## src/rtl/reg_scoreboard.sv

```systemverilog
// Register-busy scoreboard: per-register busy bit and owner tag, set at issue, freed at writeback.
// Optional SCB_BYPASS_EN forwards same-cycle frees onto the query ports.
module reg_scoreboard #(
    parameter int NUM_REGS   = 64,
    parameter int RN_W       = 6,
    parameter int UNIT_W     = 3,
    parameter int SET_PORTS  = 2,
    parameter int FREE_PORTS = 2,
    parameter int QRY_PORTS  = 4
) (
    input  logic                         clk,
    input  logic                         rst_n,
    input  logic                         flush,
    input  logic [SET_PORTS-1:0]         set_en,
    input  logic [SET_PORTS*RN_W-1:0]    set_rn,
    input  logic [SET_PORTS*UNIT_W-1:0]  set_unit,
    input  logic [FREE_PORTS-1:0]        free_en,
    input  logic [FREE_PORTS*RN_W-1:0]   free_rn,
    input  logic [QRY_PORTS*RN_W-1:0]    q_rn,
    output logic [QRY_PORTS-1:0]         q_busy,
    output logic [QRY_PORTS*UNIT_W-1:0]  q_unit,
    output logic [NUM_REGS-1:0]          reg_busy,
    output logic [RN_W:0]                busy_count,
    output logic                         err_double_set,
    output logic                         err_free_idle
);

    logic [NUM_REGS-1:0]             busy_q, busy_d;
    logic [NUM_REGS-1:0][UNIT_W-1:0] owner_q, owner_d;
    logic [RN_W:0]                   count_q, count_d;
    logic                            err_ds_q, err_ds_d;
    logic                            err_fi_q, err_fi_d;

    logic [NUM_REGS-1:0]             set_hit, set_multi, free_hit;
    logic [NUM_REGS-1:0][UNIT_W-1:0] set_tag;

    // Per-register decode of the strobe ports; later ports overwrite the tag so the highest index wins.
    always_comb begin : decode
        set_hit   = '0;
        set_multi = '0;
        free_hit  = '0;
        set_tag   = '0;
        for (int r = 1; r < NUM_REGS; r++) begin
            for (int i = 0; i < SET_PORTS; i++) begin
                if (set_en[i] && set_rn[i*RN_W +: RN_W] == RN_W'(r)) begin
                    if (set_hit[r])
                        set_multi[r] = 1'b1;
                    set_hit[r] = 1'b1;
                    set_tag[r] = set_unit[i*UNIT_W +: UNIT_W];
                end
            end
            for (int j = 0; j < FREE_PORTS; j++) begin
                if (free_en[j] && free_rn[j*RN_W +: RN_W] == RN_W'(r))
                    free_hit[r] = 1'b1;
            end
        end
    end

    always_comb begin : next_state
        busy_d   = busy_q;
        owner_d  = owner_q;
        err_ds_d = err_ds_q;
        err_fi_d = err_fi_q;
        count_d  = '0;
        if (flush) begin
            busy_d  = '0;
            owner_d = '0;
        end else begin
            for (int r = 1; r < NUM_REGS; r++) begin
                if (set_hit[r]) begin
                    busy_d[r]  = 1'b1;
                    owner_d[r] = set_tag[r];
                    if (set_multi[r] || (busy_q[r] && !free_hit[r]))
                        err_ds_d = 1'b1;
                end else if (free_hit[r]) begin
                    busy_d[r]  = 1'b0;
                    owner_d[r] = '0;
                    if (!busy_q[r])
                        err_fi_d = 1'b1;
                end
            end
        end
        // Count from next-state so the registered count tracks reg_busy cycle for cycle.
        for (int r = 0; r < NUM_REGS; r++)
            count_d = count_d + (RN_W+1)'(busy_d[r]);
    end

    always_ff @(posedge clk or negedge rst_n) begin
        if (!rst_n) begin
            busy_q   <= '0;
            owner_q  <= '0;
            count_q  <= '0;
            err_ds_q <= 1'b0;
            err_fi_q <= 1'b0;
        end else begin
            busy_q   <= busy_d;
            owner_q  <= owner_d;
            count_q  <= count_d;
            err_ds_q <= err_ds_d;
            err_fi_q <= err_fi_d;
        end
    end

`ifdef SCB_BYPASS_EN
    logic byp_free, byp_set;
`endif

    always_comb begin : query
        q_busy = '0;
        q_unit = '0;
`ifdef SCB_BYPASS_EN
        byp_free = 1'b0;
        byp_set  = 1'b0;
`endif
        for (int k = 0; k < QRY_PORTS; k++) begin
            q_busy[k]                  = busy_q[q_rn[k*RN_W +: RN_W]];
            q_unit[k*UNIT_W +: UNIT_W] = owner_q[q_rn[k*RN_W +: RN_W]];
`ifdef SCB_BYPASS_EN
            byp_free = 1'b0;
            byp_set  = 1'b0;
            for (int j = 0; j < FREE_PORTS; j++)
                if (free_en[j] && free_rn[j*RN_W +: RN_W] == q_rn[k*RN_W +: RN_W])
                    byp_free = 1'b1;
            for (int i = 0; i < SET_PORTS; i++)
                if (set_en[i] && set_rn[i*RN_W +: RN_W] == q_rn[k*RN_W +: RN_W])
                    byp_set = 1'b1;
            // A set in the same cycle keeps the register busy, so only unopposed frees forward.
            if (byp_free && !byp_set) begin
                q_busy[k]                  = 1'b0;
                q_unit[k*UNIT_W +: UNIT_W] = '0;
            end
`endif
        end
    end

    assign reg_busy       = busy_q;
    assign busy_count     = count_q;
    assign err_double_set = err_ds_q;
    assign err_free_idle  = err_fi_q;

endmodule

```

## config.mk

```make
export PLATFORM = sky130hd
export DESIGN_NAME = reg_scoreboard
export DESIGN_NICKNAME = d
export VERILOG_FILES = /design/src/rtl/reg_scoreboard.sv
export SDC_FILE = /design/constraint.sdc
export NUM_CORES = 1
export LEC_CHECK = 0
export ABC_AREA = 0
export CAP_MARGIN = 5
export CORE_MARGIN = 8
export CORE_UTILIZATION = 40
export CTS_CLUSTER_DIAMETER = 40
export DETAILED_ROUTE_END_ITERATION = 8
export PLACE_DENSITY = 0.56
export SLEW_MARGIN = 10
export SYNTH_ARGS = -nofsm -noshare
export SYNTH_HDL_FRONTEND = slang
export SYNTH_SLANG_ARGS = --single-unit
```

## constraint.sdc

```tcl
create_clock -name clk -period 6.4 [get_ports clk]
set_clock_uncertainty 0.05 [all_clocks]
set_input_delay 1.92 -clock clk [delete_from_list [all_inputs] [get_ports clk]]
set_output_delay 1.92 -clock clk [all_outputs]
set_load 0.02 [all_outputs]
```

==> impl_metrics.yaml <==
status:
  run_status: "finished, violations left"
  failed_checks: "setup timing"
grt:
  final_global_route_overflow_total: 0
  grt_pass1_wl_microns: 227000
  grt_use_total: 0.438
  grt_antenna_before_repair: 8
  via_count_of_the_first_global_routing_pass: 28600
  largest_net_degree_at_the_start_of_global_routing: 119
power_and_ir_drop:
  part_of_the_total_power_dissipated_in_combinational_logic: 0.178
  power.sequential.fraction: 0.266
  pint_w: 0.00447
  clockPowerShare: 0.556
  sw_frac_of_total: 0.306
  power.density_nw_per_um2: 176
  vdd_drop_max_v: 0.000169
  power_switching_w: 0.00197
  p_leak_nw: 15.4
finish:
  filler_cell_count: 5520
  layout-drive-gt1-share: 0.410
  regArea_sq_um: 6560
  areaGrowthSynthToFinish_pct: 40.4
  final_nets: 3507
  final_cells: 4290
  multi_input_comb_area_sq_um: 18500
detailed_routing:
  post_drt_via_cell_ratio: 6.90
  drt_first_pass_iters: 9
  wl_microns: 164000
  drt_iter0_drc: 5385
  vias: 29600
  routed_wire_length_per_instance_microns: 38.3
  ant_nets: 0
  drc: 0
die:
  floorplan.die_area_sq_um: 73300
  core_sq_um: 64300
  placementRows: 93
  start_util: 0.404
  pin_count: 150
  floorplan.die.width_microns: 271
  die_height_microns: 271
clocking:
  numClockSinks: 262
  cts_tree: "done"
  clk_latency_ps: 620
  worst_setup_hold_path_clk_slew_ps: 50
  clk_path_buf_depth: 3
  cts_made_buffers: 66
  clk_root_buffer_cell: "clkbuf_16"
  cts_hold_buffers: 0
  cts.htree.levels: 3
sta:
  max_freq_ghz: 0.127
  final_min_period_over_clock_period: 1.23
  max-slew-margin-rel: 0.0418
  timing_hold_violations_final: 0
  layout_min_cycle_time_ps: 7900
  drv_slew: 0
  setup_ws_ps: -1500
  max_slew.worst_pin.slew_ps: 1430
  report.final.setup_viol: 7
  grt_setup_unrepaired: "true"
placed_design:
  routabilityCongestion: 1.13
  detailed_placement_hpwl_microns: 128000
  place_inst: 4109
  numPortBuffers: 149
  post-place-ws_ps: -2740
synthesis:
  synth_sequential_area_ratio: 0.252
  ys_async_sr_fraction: 1.00
  instance_count_of_the_mapped_netlist: 2666
  post-synth-top-area-fraction: 0.281
  avgSynthCellArea_sq_um: 9.74
  synth.ff_latch_count: 262
  yosys.area.top_type: "mux4_2"
  mappedNetlistArea_sq_um: 26000
  synth-main-ff-cell: "dfrtp_1"
  number_of_synthesized_flops_with_an_enable_pin: 0
  netlist_top_cells_area: "mux4_2 28%, dfrtp_1 25%, a21oi_1 7.6%"
  synth.distinct_cells: 78
  synthesized_nets: 2796
  synth.yosys.warnings: 0
worst_setup_path:
  crit_top_cell: "fa_1"
  worst_path_max_delay_cell: "fa_2"
  crit_path_launch: "set_rn[7]"
  path_cells: "buf_2 -> buf_6 -> buf_4 -> and4b_2 -> a22oi_2 -> a21oi_2 -> fa_1 -> fa_1 -> inv_1 -> fa_1 -> fa_1 -> fa_2 -> fa_1 -> fa_1 -> inv_1 -> fa_1 -> ha_2 -> inv_2 -> fa_2 -> inv_1 -> a21o_1 -> a21oi_2 -> o21bai_1 -> a21o_1"
  worst-endpoint-required_ps: 6860
  largest_delay_share_family_worst_path: "adder cells"
  slowest_delay_ps: 610
  critical_path_startpoint_category: "input port"
  critPathKind: "input port to flip-flop"
  path_buf_inv: 7
  critPathMaxFanout: 10
  critical_path.endpoint_type: "flip-flop"
  crit_arrival_ps: 8350
  worst_r2r_startpoint: "reg_busy[17]$_DFF_PN0_"
min_path:
  holdCritPathClass: "flip-flop to flip-flop"
  hp-start: "reg_busy[29]$_DFF_PN0_"
job:
  drv_cap: 0
[layout by cell type, fill, tap and decap left out, types with 22 or more instances in the layout]
master             n
a21o_1            36
buf_4            661
fa_1              48
buf_6             30
clkdlybuf4s50_1   89
buf_12            53
inv_1             90
and2_1            50
a21oi_2           25
o22ai_1           41
a22oi_2           22
nand2_1          271
clkbuf_16         66
a21oi_1          372
nand3_1          121
buf_2             27
dfrtp_1          262
nor2_1           277
o21ai_0           68
mux4_2           324
a22oi_1           67
[worst min-delay path: stages, from the launching register on]
cell     delay [ps]
dfrtp_1         380
nand2_1          80
a21oi_2          70
[logic make-up after synthesis]
group           synth area share
compound gates             0.172
fa+ha+maj                 0.0489
buf+inv                   0.0569
mux                        0.292
flops                      0.252
xor+xnor                 0.00135
simple gates               0.176
[per-layer routing]
metal	GRT usage	share of wire
met5	0.00944	0.00041
met4	0.283	0.084
met3	0.166	0.14
met2	0.636	0.42
met1	0.541	0.36
[power by group through the flow]
stage                     clock (W)  sequential, W  combinational, W
after floorplan                   0        0.00174          0.000500
after global placement            0        0.00174           0.00106
after detailed placement          0        0.00174           0.00107
after CTS                   0.00358        0.00171           0.00110
after global routing        0.00366        0.00171           0.00118
final                       0.00358        0.00171           0.00115
[area by class of cell]
class,count,area share
multi-input combinational,2062,0.507
sequential,262,0.180
timing repair buffer,887,0.210
tap,855,0.0293
clock inverter,47,0.0170
inverter,98,0.0101
clock buffer,72,0.0464
antenna,7,0.000480
[cells in the mapped netlist, types with 6 or more instances]
library cell / number
a211oi_1: 12
a21o_1: 36
a21oi_1: 394
a21oi_2: 6
a22o_1: 16
a22oi_1: 82
a22oi_2: 7
and2_1: 50
and3_1: 14
and3b_1: 8
and4b_1: 11
and4bb_2: 14
buf_1: 51
buf_2: 56
buf_4: 7
buf_6: 13
clkbuf_1: 117
dfrtp_1: 262
fa_1: 54
ha_1: 15
inv_1: 98
mux2_2: 12
mux2i_1: 15
mux4_2: 324
nand2_1: 277
nand3_1: 121
nand3b_1: 8
nand4_1: 11
nand4bb_1: 7
nor2_1: 289
nor2b_1: 6
nor3_1: 7
nor4_1: 16
nor4b_2: 13
o21a_1: 16
o21ai_0: 68
o22a_1: 14
o22ai_1: 42
[final timing paths]
kind,cells after the start,to,slack [ps]
max in group asynchronous,2,owner_q[190]$_DFFE_PN0P_,3790
setup / recovery,24,busy_count[6]$_DFF_PN0_,-1500
hold / removal,2,reg_busy[29]$_DFF_PN0_,530
hold reg to reg,2,reg_busy[29]$_DFF_PN0_,530
min in group asynchronous,1,reg_busy[28]$_DFF_PN0_,1230
setup reg to reg,22,busy_count[6]$_DFF_PN0_,240
[what timing repair did]
item                                    CTS  global route
pin swaps                                68            48
resized for setup                       252            51
endpoints found under the setup margin   23            10
buffers inserted                         41            14
gates cloned                              2             0
[sequential cells by signal (all words and copies together), names as in the netlist]
signal          count
err_double_set      1
reg_busy           64
err_free_idle       1
busy_count          7
owner_q           189
[stage by stage]
step | power [W] | setup TNS, ps | utilization | area, sq um | hold WS, ps
4_1_cts | 0.00640 | -8610 | 0.564 | 36300 | 504
3_5_place_dp | 0.00280 | -21230 | 0.517 | 33300 | 522
5_1_grt | 0.00656 | -10230 | 0.567 | 36500 | 558
6_report | 0.00644 | -9050 | 0.567 | 36500 | 526
3_3_place_gp | 0.00280 | -20950 | 0.517 | 33300 | 505
2_1_floorplan | 0.00224 | -10450 | - | 26000 | 474
(Power assumes the default switching activity.)
